--- config.mk ---
export PLATFORM = sky130hd
export DESIGN_NAME = axi4_wishbone_bridge
export DESIGN_NICKNAME = d
export VERILOG_FILES = /design/src/rtl/axi4_wishbone_bridge.sv
export SDC_FILE = /design/constraint.sdc
export NUM_CORES = 1
export LEC_CHECK = 0
export CAP_MARGIN = 25
export CORE_MARGIN = 1.5
export CORE_UTILIZATION = 44
export DETAILED_ROUTE_END_ITERATION = 6
export PLACE_DENSITY_LB_ADDON = 0.05
export SLEW_MARGIN = 20
export SYNTH_ARGS = -nofsm -noshare
export SYNTH_HDL_FRONTEND = slang
export SYNTH_SLANG_ARGS = --single-unit
export TNS_END_PERCENT = 1
--- constraint.sdc ---
create_clock -name clk -period 2.9 [get_ports clk]
set_input_delay 0.87 -clock clk [delete_from_list [all_inputs] [get_ports clk]]
set_output_delay 0.87 -clock clk [all_outputs]
set_load 0.01 [all_outputs]
--- src/rtl/axi4_wishbone_bridge.sv ---
// AXI4 slave to Wishbone classic master bridge, one transaction in flight.
// Handles FIXED/INCR/WRAP bursts, byte strobes, R/W arbitration and bus timeout.
module axi4_wishbone_bridge #(
    parameter int ADDR_WIDTH     = 32,
    parameter int DATA_WIDTH     = 32,
    parameter int ID_WIDTH       = 4,
    parameter int TIMEOUT_CYCLES = 0
) (
    input  logic                    clk,
    input  logic                    rst_n,
    input  logic                    axi_awvalid_i,
    output logic                    axi_awready_o,
    input  logic [ADDR_WIDTH-1:0]   axi_awaddr_i,
    input  logic [ID_WIDTH-1:0]     axi_awid_i,
    input  logic [7:0]              axi_awlen_i,
    input  logic [1:0]              axi_awburst_i,
    input  logic                    axi_wvalid_i,
    output logic                    axi_wready_o,
    input  logic [DATA_WIDTH-1:0]   axi_wdata_i,
    input  logic [DATA_WIDTH/8-1:0] axi_wstrb_i,
    input  logic                    axi_wlast_i,
    output logic                    axi_bvalid_o,
    input  logic                    axi_bready_i,
    output logic [1:0]              axi_bresp_o,
    output logic [ID_WIDTH-1:0]     axi_bid_o,
    input  logic                    axi_arvalid_i,
    output logic                    axi_arready_o,
    input  logic [ADDR_WIDTH-1:0]   axi_araddr_i,
    input  logic [ID_WIDTH-1:0]     axi_arid_i,
    input  logic [7:0]              axi_arlen_i,
    input  logic [1:0]              axi_arburst_i,
    output logic                    axi_rvalid_o,
    input  logic                    axi_rready_i,
    output logic [DATA_WIDTH-1:0]   axi_rdata_o,
    output logic [1:0]              axi_rresp_o,
    output logic [ID_WIDTH-1:0]     axi_rid_o,
    output logic                    axi_rlast_o,
    output logic                    wb_cyc_o,
    output logic                    wb_stb_o,
    output logic                    wb_we_o,
    output logic [ADDR_WIDTH-1:0]   wb_addr_o,
    output logic [DATA_WIDTH-1:0]   wb_data_o,
    output logic [DATA_WIDTH/8-1:0] wb_sel_o,
    input  logic [DATA_WIDTH-1:0]   wb_data_i,
    input  logic                    wb_ack_i
);

    localparam int STRB_W = DATA_WIDTH / 8;
    localparam int OFF    = $clog2(STRB_W);
    localparam int TW     = (TIMEOUT_CYCLES > 1) ? $clog2(TIMEOUT_CYCLES) : 1;
    localparam logic [TW-1:0] TLIM =
        TW'((TIMEOUT_CYCLES > 0) ? TIMEOUT_CYCLES - 1 : 0);
    localparam logic [1:0] OKAY   = 2'b00;
    localparam logic [1:0] SLVERR = 2'b10;

    typedef enum logic [2:0] {
        IDLE, RD_BUS, RD_RESP, WR_DATA, WR_BUS, WR_RESP
    } state_t;

    state_t                state;
    logic [7:0]            len_q;
    logic [7:0]            beat_q;
    logic [1:0]            burst_q;
    logic [ID_WIDTH-1:0]   id_q;
    logic                  err_q;
    logic                  last_wr_q;
    logic [TW-1:0]         tcnt_q;

    logic                  grant_rd;
    logic                  grant_wr;
    logic                  last_beat;
    logic                  ack_hit;
    logic                  timeout_hit;
    logic                  is_wrap;
    logic [ADDR_WIDTH-1:0] incr_addr;
    logic [ADDR_WIDTH-1:0] wrap_mask;
    logic [ADDR_WIDTH-1:0] next_addr;
    logic                  unused_wlast;

    assign unused_wlast = axi_wlast_i;

    // Round-robin on conflict; last_wr_q resets high so reads win first.
    assign grant_rd = axi_arvalid_i && (!axi_awvalid_i || last_wr_q);
    assign grant_wr = axi_awvalid_i && (!axi_arvalid_i || !last_wr_q);
    assign axi_arready_o = (state == IDLE) && grant_rd;
    assign axi_awready_o = (state == IDLE) && grant_wr;

    assign axi_rid_o = id_q;
    assign axi_bid_o = id_q;

    assign last_beat   = (beat_q == len_q);
    assign ack_hit     = wb_stb_o && wb_ack_i;
    assign timeout_hit = (TIMEOUT_CYCLES > 0) && wb_stb_o && !wb_ack_i
                         && (tcnt_q == TLIM);

    // Wrap window is (len+1)*STRB_W bytes; len is 2^k-1 so it forms the mask.
    assign incr_addr = wb_addr_o + ADDR_WIDTH'(STRB_W);
    assign wrap_mask = {{(ADDR_WIDTH-8-OFF){1'b0}}, len_q, {OFF{1'b1}}};
    assign is_wrap   = (burst_q == 2'b10) &&
                       (len_q == 8'd1 || len_q == 8'd3 ||
                        len_q == 8'd7 || len_q == 8'd15);

    always_comb begin
        next_addr = incr_addr;
        if (burst_q == 2'b00) begin
            next_addr = wb_addr_o;
        end else if (is_wrap) begin
            next_addr = (wb_addr_o & ~wrap_mask) | (incr_addr & wrap_mask);
        end
    end

    always_ff @(posedge clk or negedge rst_n) begin
        if (!rst_n) begin
            state        <= IDLE;
            len_q        <= '0;
            beat_q       <= '0;
            burst_q      <= '0;
            id_q         <= '0;
            err_q        <= 1'b0;
            last_wr_q    <= 1'b1;
            tcnt_q       <= '0;
            axi_wready_o <= 1'b0;
            axi_bvalid_o <= 1'b0;
            axi_bresp_o  <= '0;
            axi_rvalid_o <= 1'b0;
            axi_rdata_o  <= '0;
            axi_rresp_o  <= '0;
            axi_rlast_o  <= 1'b0;
            wb_cyc_o     <= 1'b0;
            wb_stb_o     <= 1'b0;
            wb_we_o      <= 1'b0;
            wb_addr_o    <= '0;
            wb_data_o    <= '0;
            wb_sel_o     <= '0;
        end else begin
            tcnt_q <= wb_stb_o ? tcnt_q + TW'(1) : '0;
            unique case (state)
                IDLE: begin
                    if (axi_arready_o) begin
                        wb_addr_o <= axi_araddr_i;
                        id_q      <= axi_arid_i;
                        len_q     <= axi_arlen_i;
                        burst_q   <= axi_arburst_i;
                        beat_q    <= '0;
                        err_q     <= 1'b0;
                        last_wr_q <= 1'b0;
                        wb_cyc_o  <= 1'b1;
                        wb_stb_o  <= 1'b1;
                        wb_we_o   <= 1'b0;
                        wb_sel_o  <= '1;
                        state     <= RD_BUS;
                    end else if (axi_awready_o) begin
                        wb_addr_o    <= axi_awaddr_i;
                        id_q         <= axi_awid_i;
                        len_q        <= axi_awlen_i;
                        burst_q      <= axi_awburst_i;
                        beat_q       <= '0;
                        err_q        <= 1'b0;
                        last_wr_q    <= 1'b1;
                        axi_wready_o <= 1'b1;
                        state        <= WR_DATA;
                    end
                end
                RD_BUS: begin
                    if (ack_hit) begin
                        axi_rdata_o <= wb_data_i;
                        axi_rresp_o <= OKAY;
                    end else if (timeout_hit) begin
                        axi_rdata_o <= '0;
                        axi_rresp_o <= SLVERR;
                        err_q       <= 1'b1;
                    end
                    if (ack_hit || timeout_hit) begin
                        wb_stb_o     <= 1'b0;
                        axi_rvalid_o <= 1'b1;
                        axi_rlast_o  <= last_beat;
                        state        <= RD_RESP;
                    end
                end
                RD_RESP: begin
                    if (axi_rready_i) begin
                        axi_rvalid_o <= 1'b0;
                        axi_rlast_o  <= 1'b0;
                        if (last_beat) begin
                            wb_cyc_o <= 1'b0;
                            state    <= IDLE;
                        end else begin
                            wb_addr_o <= next_addr;
                            beat_q    <= beat_q + 8'd1;
                            wb_stb_o  <= 1'b1;
                            state     <= RD_BUS;
                        end
                    end
                end
                WR_DATA: begin
                    if (axi_wvalid_i) begin
                        if (axi_wstrb_i == '0) begin
                            if (last_beat) begin
                                axi_wready_o <= 1'b0;
                                axi_bvalid_o <= 1'b1;
                                axi_bresp_o  <= err_q ? SLVERR : OKAY;
                                state        <= WR_RESP;
                            end else begin
                                wb_addr_o <= next_addr;
                                beat_q    <= beat_q + 8'd1;
                            end
                        end else begin
                            axi_wready_o <= 1'b0;
                            wb_data_o    <= axi_wdata_i;
                            wb_sel_o     <= axi_wstrb_i;
                            wb_cyc_o     <= 1'b1;
                            wb_stb_o     <= 1'b1;
                            wb_we_o      <= 1'b1;
                            state        <= WR_BUS;
                        end
                    end
                end
                WR_BUS: begin
                    if (ack_hit || timeout_hit) begin
                        wb_cyc_o <= 1'b0;
                        wb_stb_o <= 1'b0;
                        wb_we_o  <= 1'b0;
                        if (timeout_hit) begin
                            err_q <= 1'b1;
                        end
                        if (last_beat) begin
                            axi_bvalid_o <= 1'b1;
                            axi_bresp_o  <= (err_q || timeout_hit) ? SLVERR : OKAY;
                            state        <= WR_RESP;
                        end else begin
                            wb_addr_o    <= next_addr;
                            beat_q       <= beat_q + 8'd1;
                            axi_wready_o <= 1'b1;
                            state        <= WR_DATA;
                        end
                    end
                end
                WR_RESP: begin
                    if (axi_bready_i) begin
                        axi_bvalid_o <= 1'b0;
                        axi_bresp_o  <= '0;
                        state        <= IDLE;
                    end
                end
                default: state <= IDLE;
            endcase
        end
    end

endmodule

==> parameters.txt <==
Parameter                              Value

Critical path
  Category of the critical setup timing path ... input pin to flip-flop
  Crit-path slowest cell ... buf_4
  Reg-to-reg slack, setup ... 0.48 ns
  WP data arrival ... 3.13 ns
  R2R Path End ... wb_addr_o[24]
  Crit Reg-Reg Startpoint ... wb_addr_o[2]
  Required time at the endpoint of the critical path ... 3.21 ns
  Crit path launch type ... input pin
  Critical path startpoint ... axi_awvalid_i
  Maximum single-stage delay on the critical path ... 0.55 ns
  Worst Path Buf+Inv ... 3
  Largest fanout on the critical path ... 64
  CP top delay family ... buffers and inverters
  Top cell by count, worst path ... buf_4
  Cell depth of the worst setup path ... 9
  R2r worst-path depth ... 7
  Cell breakdown of the critical path ... clkdlybuf4s50_1, buf_4, nand2b_1, nand3_2, buf_4, mux2i_1, o32a_1, nor2_1, o22a_1
  Kind of end point of the critical path ... flip-flop

Power
  Switching power summed over all nets ... 4.32 mW
  Power per unit of standard cell area ... 1060 nW/µm²
  VDD IR max ... 0.608 mV
  Internal power ... 7.05 mW
  Leakage power summed over all cells ... 4.40 nW
  Part of the total power dissipated in combinational logic ... 51.0%
  Sw Share ... 38.0%
  Sequential cell fraction of total power ... 30.8%
  Clock power frac ... 18.2%

Place
  Gp weighted congestion ... 0.862
  Post-Place Worst Slack ... -0.353 ns
  Post-detail-place hpwl ... 15,300 µm
  Instance area at placement ... 10,200 µm²
  Count of port buffers added during placement ... 284

Clocking
  Source-to-sink clock delay at the later pin of the worst-skew pair ... 0.43 ns
  Clock tree root driver cell ... clkbuf_16
  Clock net sink count ... 133
  TritonCTS Buffers ... 17
  TritonCTS clock tree ... yes
  Bufs on Longest Clock Path ... 2
  Clock Pin Slew Worst Setup and Hold Paths ... 0.06 ns
  Hold buffer count at CTS ... 0
  H-tree level count ... 4

Drt
  Total DRC errors in the routed layout ... 0
  Length of the first detailed-routing pass in iterations ... 7
  Total wirelength of the detailed-routed design ... 20,700 µm
  Antenna Nets Post-Route ... 0
  Vias ... 6,569
  Detailed-route wire length per cell ... 16.9 µm
  Number of violations reported at the end of detailed-routing iteration 0 ... 411
  Via density per instance ... 5.38

GRT
  GRT Total Usage ... 25.0%
  GRT Residual Overflow ... 0
  Number of global-route vias before repair ... 6,514
  Maximum number of pins on one net before global-route repair ... 65
  Number of antenna violations at the first check in global routing ... 0
  Global-route wire length before repair ... 32,600 µm

Finish
  Multi-input gate area ... 3360 µm²
  Layout overhead on the synthesized area ... 53.5%
  Diode count ... 0
  Number of nets in the layout ... 1,169
  Most frequent standard cell in the layout excluding fill and tap cells ... clkdlybuf4s50_1
  Number of filler cells placed in the layout ... 1,148
  Final Cell Area ... 10,700 µm²
  Area used by sequential logic in the layout ... 3330 µm²
  Top library cells by usage in the layout, fill and taps aside ... 281 x clkdlybuf4s50_1, 132 x dfrtp_1, 77 x nand2_1, 71 x nor2_1, 67 x mux2_2
  Share of post-route cells with drive strength above 1 ... 15.4%

STA
  Worst slew margin relative to its limit ... 37.5%
  Minimum setup slack in the final design ... 0.0881 ns
  Total count of max-transition violations in the final report ... 0
  Period utilization ... 97.0%
  Worst clock skew on the final layout ... 0.0109 ns
  Setup violation total in the final timing report ... 0
  Transition time at the pin with the least slew margin ... 0.930 ns
  RSZ-0062 raised after global routing ... no
  Period minus WS final ... 2.81 ns
  Hold Vio Cnt, Final ... 0
  Achievable clock frequency ... 356 MHz
  Hold WS ... 0.375 ns

Synthesis
  Mapped Avg Cell Area ... 9.90 µm²
  Number of enable flip-flop cells after synthesis ... 0
  Number of instances in the synthesized netlist ... 706
  Number of synthesized register bits ... 133
  Syn Std Cell Area ... 6990 µm²
  Number of unique standard cell types used by synthesis ... 60
  Share of synthesized area occupied by flip-flops and latches ... 47.6%
  Share of synthesized registers carrying an async set or reset ... 100%
  Warnings, synthesis ... 0
  Top_reg_cell synth ... dfrtp_1

Worst hold path
  Type of the most critical hold path ... input pin to async pin

Floorplanning
  Chip Height ... 129 µm
  Row cnt ... 45
  Die Area ... 16,700 µm²
  Boundary Pins ... 290
  Area inside the core boundary ... 15,400 µm²
  DIE WIDTH ... 129 µm
  Initial core utilization ... 45.5%

Flow run
  Number of maximum-capacitance constraint violations ... 0

Outcome
  Result of the run ... completed
[power groups by stage]
stage                     logic (mW)  registers [mW]  clock network [mW]
after CTS                       5.83            3.50                2.11
final                           5.80            3.50                2.07
after detailed placement        5.79            3.52                   0
after global placement          5.68            3.45                   0
after global routing            6.32            3.64                2.18
after floorplan                 2.87            3.74                   0
[layer usage]
| metal | routed length, µm | GRT usage, % | vias up |
|---|---|---|---|
| met5 | 0 | 0 | - |
| met4 | 280 | 8.00 | 0 |
| met3 | 1980 | 9.33 | 24 |
| met2 | 9880 | 41.1 | 290 |
| met1 | 8540 | 30.5 | 3131 |
| li1 | - | - | 3124 |
[logic make-up (layout without fill, tap and decap cells)]
logic type | Yosys count | after routing | share of synthesized area (%)
xor gates and xnor gates | 16 | 16 | 2.00
AOI/OAI and AO/OA | 190 | 190 | 17.5
muxes | 85 | 85 | 13.4
adders and majority gates | 3 | 3 | 0.501
other | 1 | 4 | 0.0536
and+or+nand+nor | 214 | 214 | 14.1
buffers and inverters | 64 | 366 | 4.87
DFF | 133 | 133 | 47.6
[worst max-delay path by stage]
stage / endpoint / slack, ns
after global routing: wb_addr_o[11] / 0.003
after detailed placement: axi_awready_o / -0.35
after floorplan: axi_awready_o / 0.26
after CTS: axi_arready_o / 0.008
after global placement: axi_awready_o / -0.34
final: wb_addr_o[11] / 0.09
[layout make-up]
type	instances	area share, %
multi-input combinational	512	31.3
tap	211	2.46
clock inverter	15	1.35
clock buffer	17	3.97
inverter	14	0.490
sequential	133	31.0
timing repair buffer	320	29.4
[cells in the mapped netlist (13+ instances only)]
library cell,number,area share (%)
a21oi_1,46,3.3
a31oi_1,28,2.5
buf_2,14,1.0
clkbuf_1,18,0.97
dfrtp_1,132,47
inv_1,13,0.70
mux2_2,67,11
mux2i_1,18,2.6
nand2_1,77,4.1
nor2_1,71,3.8
o21ai_0,20,1.4
o21ai_1,36,2.6
o32a_1,13,1.9
xnor2_1,14,1.8
[state kept, by name, summed over array words and instances, names as in the netlist, 2 cells and up, named ones only]
name         count
axi_rdata_o     32
wb_data_o       32
wb_addr_o       25
beat_q           8
len_q            8
axi_bid_o        4
wb_sel_o         4
state            3
burst_q          2
[metrics by stage]
stage	TNS, ns	util, %	std cells	power, mW
CTS	0	69.9	1222	11.4
global route	0	69.8	1222	12.1
detailed placement	-8.39	66.1	1190	9.31
global placement	-7.52	66.1	1190	9.13
finish	0	69.8	1222	11.4
floorplan	0	-	709	6.61
[timing repair]
item,CTS,global route
gates resized for setup,6,2
endpoints found under the setup margin,2,2
buffers inserted,0,0
hold endpoints to repair,0,0
[worst reg2reg max path: stages (launching register included)]
cell and delay (ns):
dfrtp_1 0.44, ha_1 0.25, nand3_1 0.20, or2_2 0.37, nor3_1 0.60, and2_1 0.30, a21oi_1 0.09, o21ai_1 0.12
(Power assumes the default switching activity.)
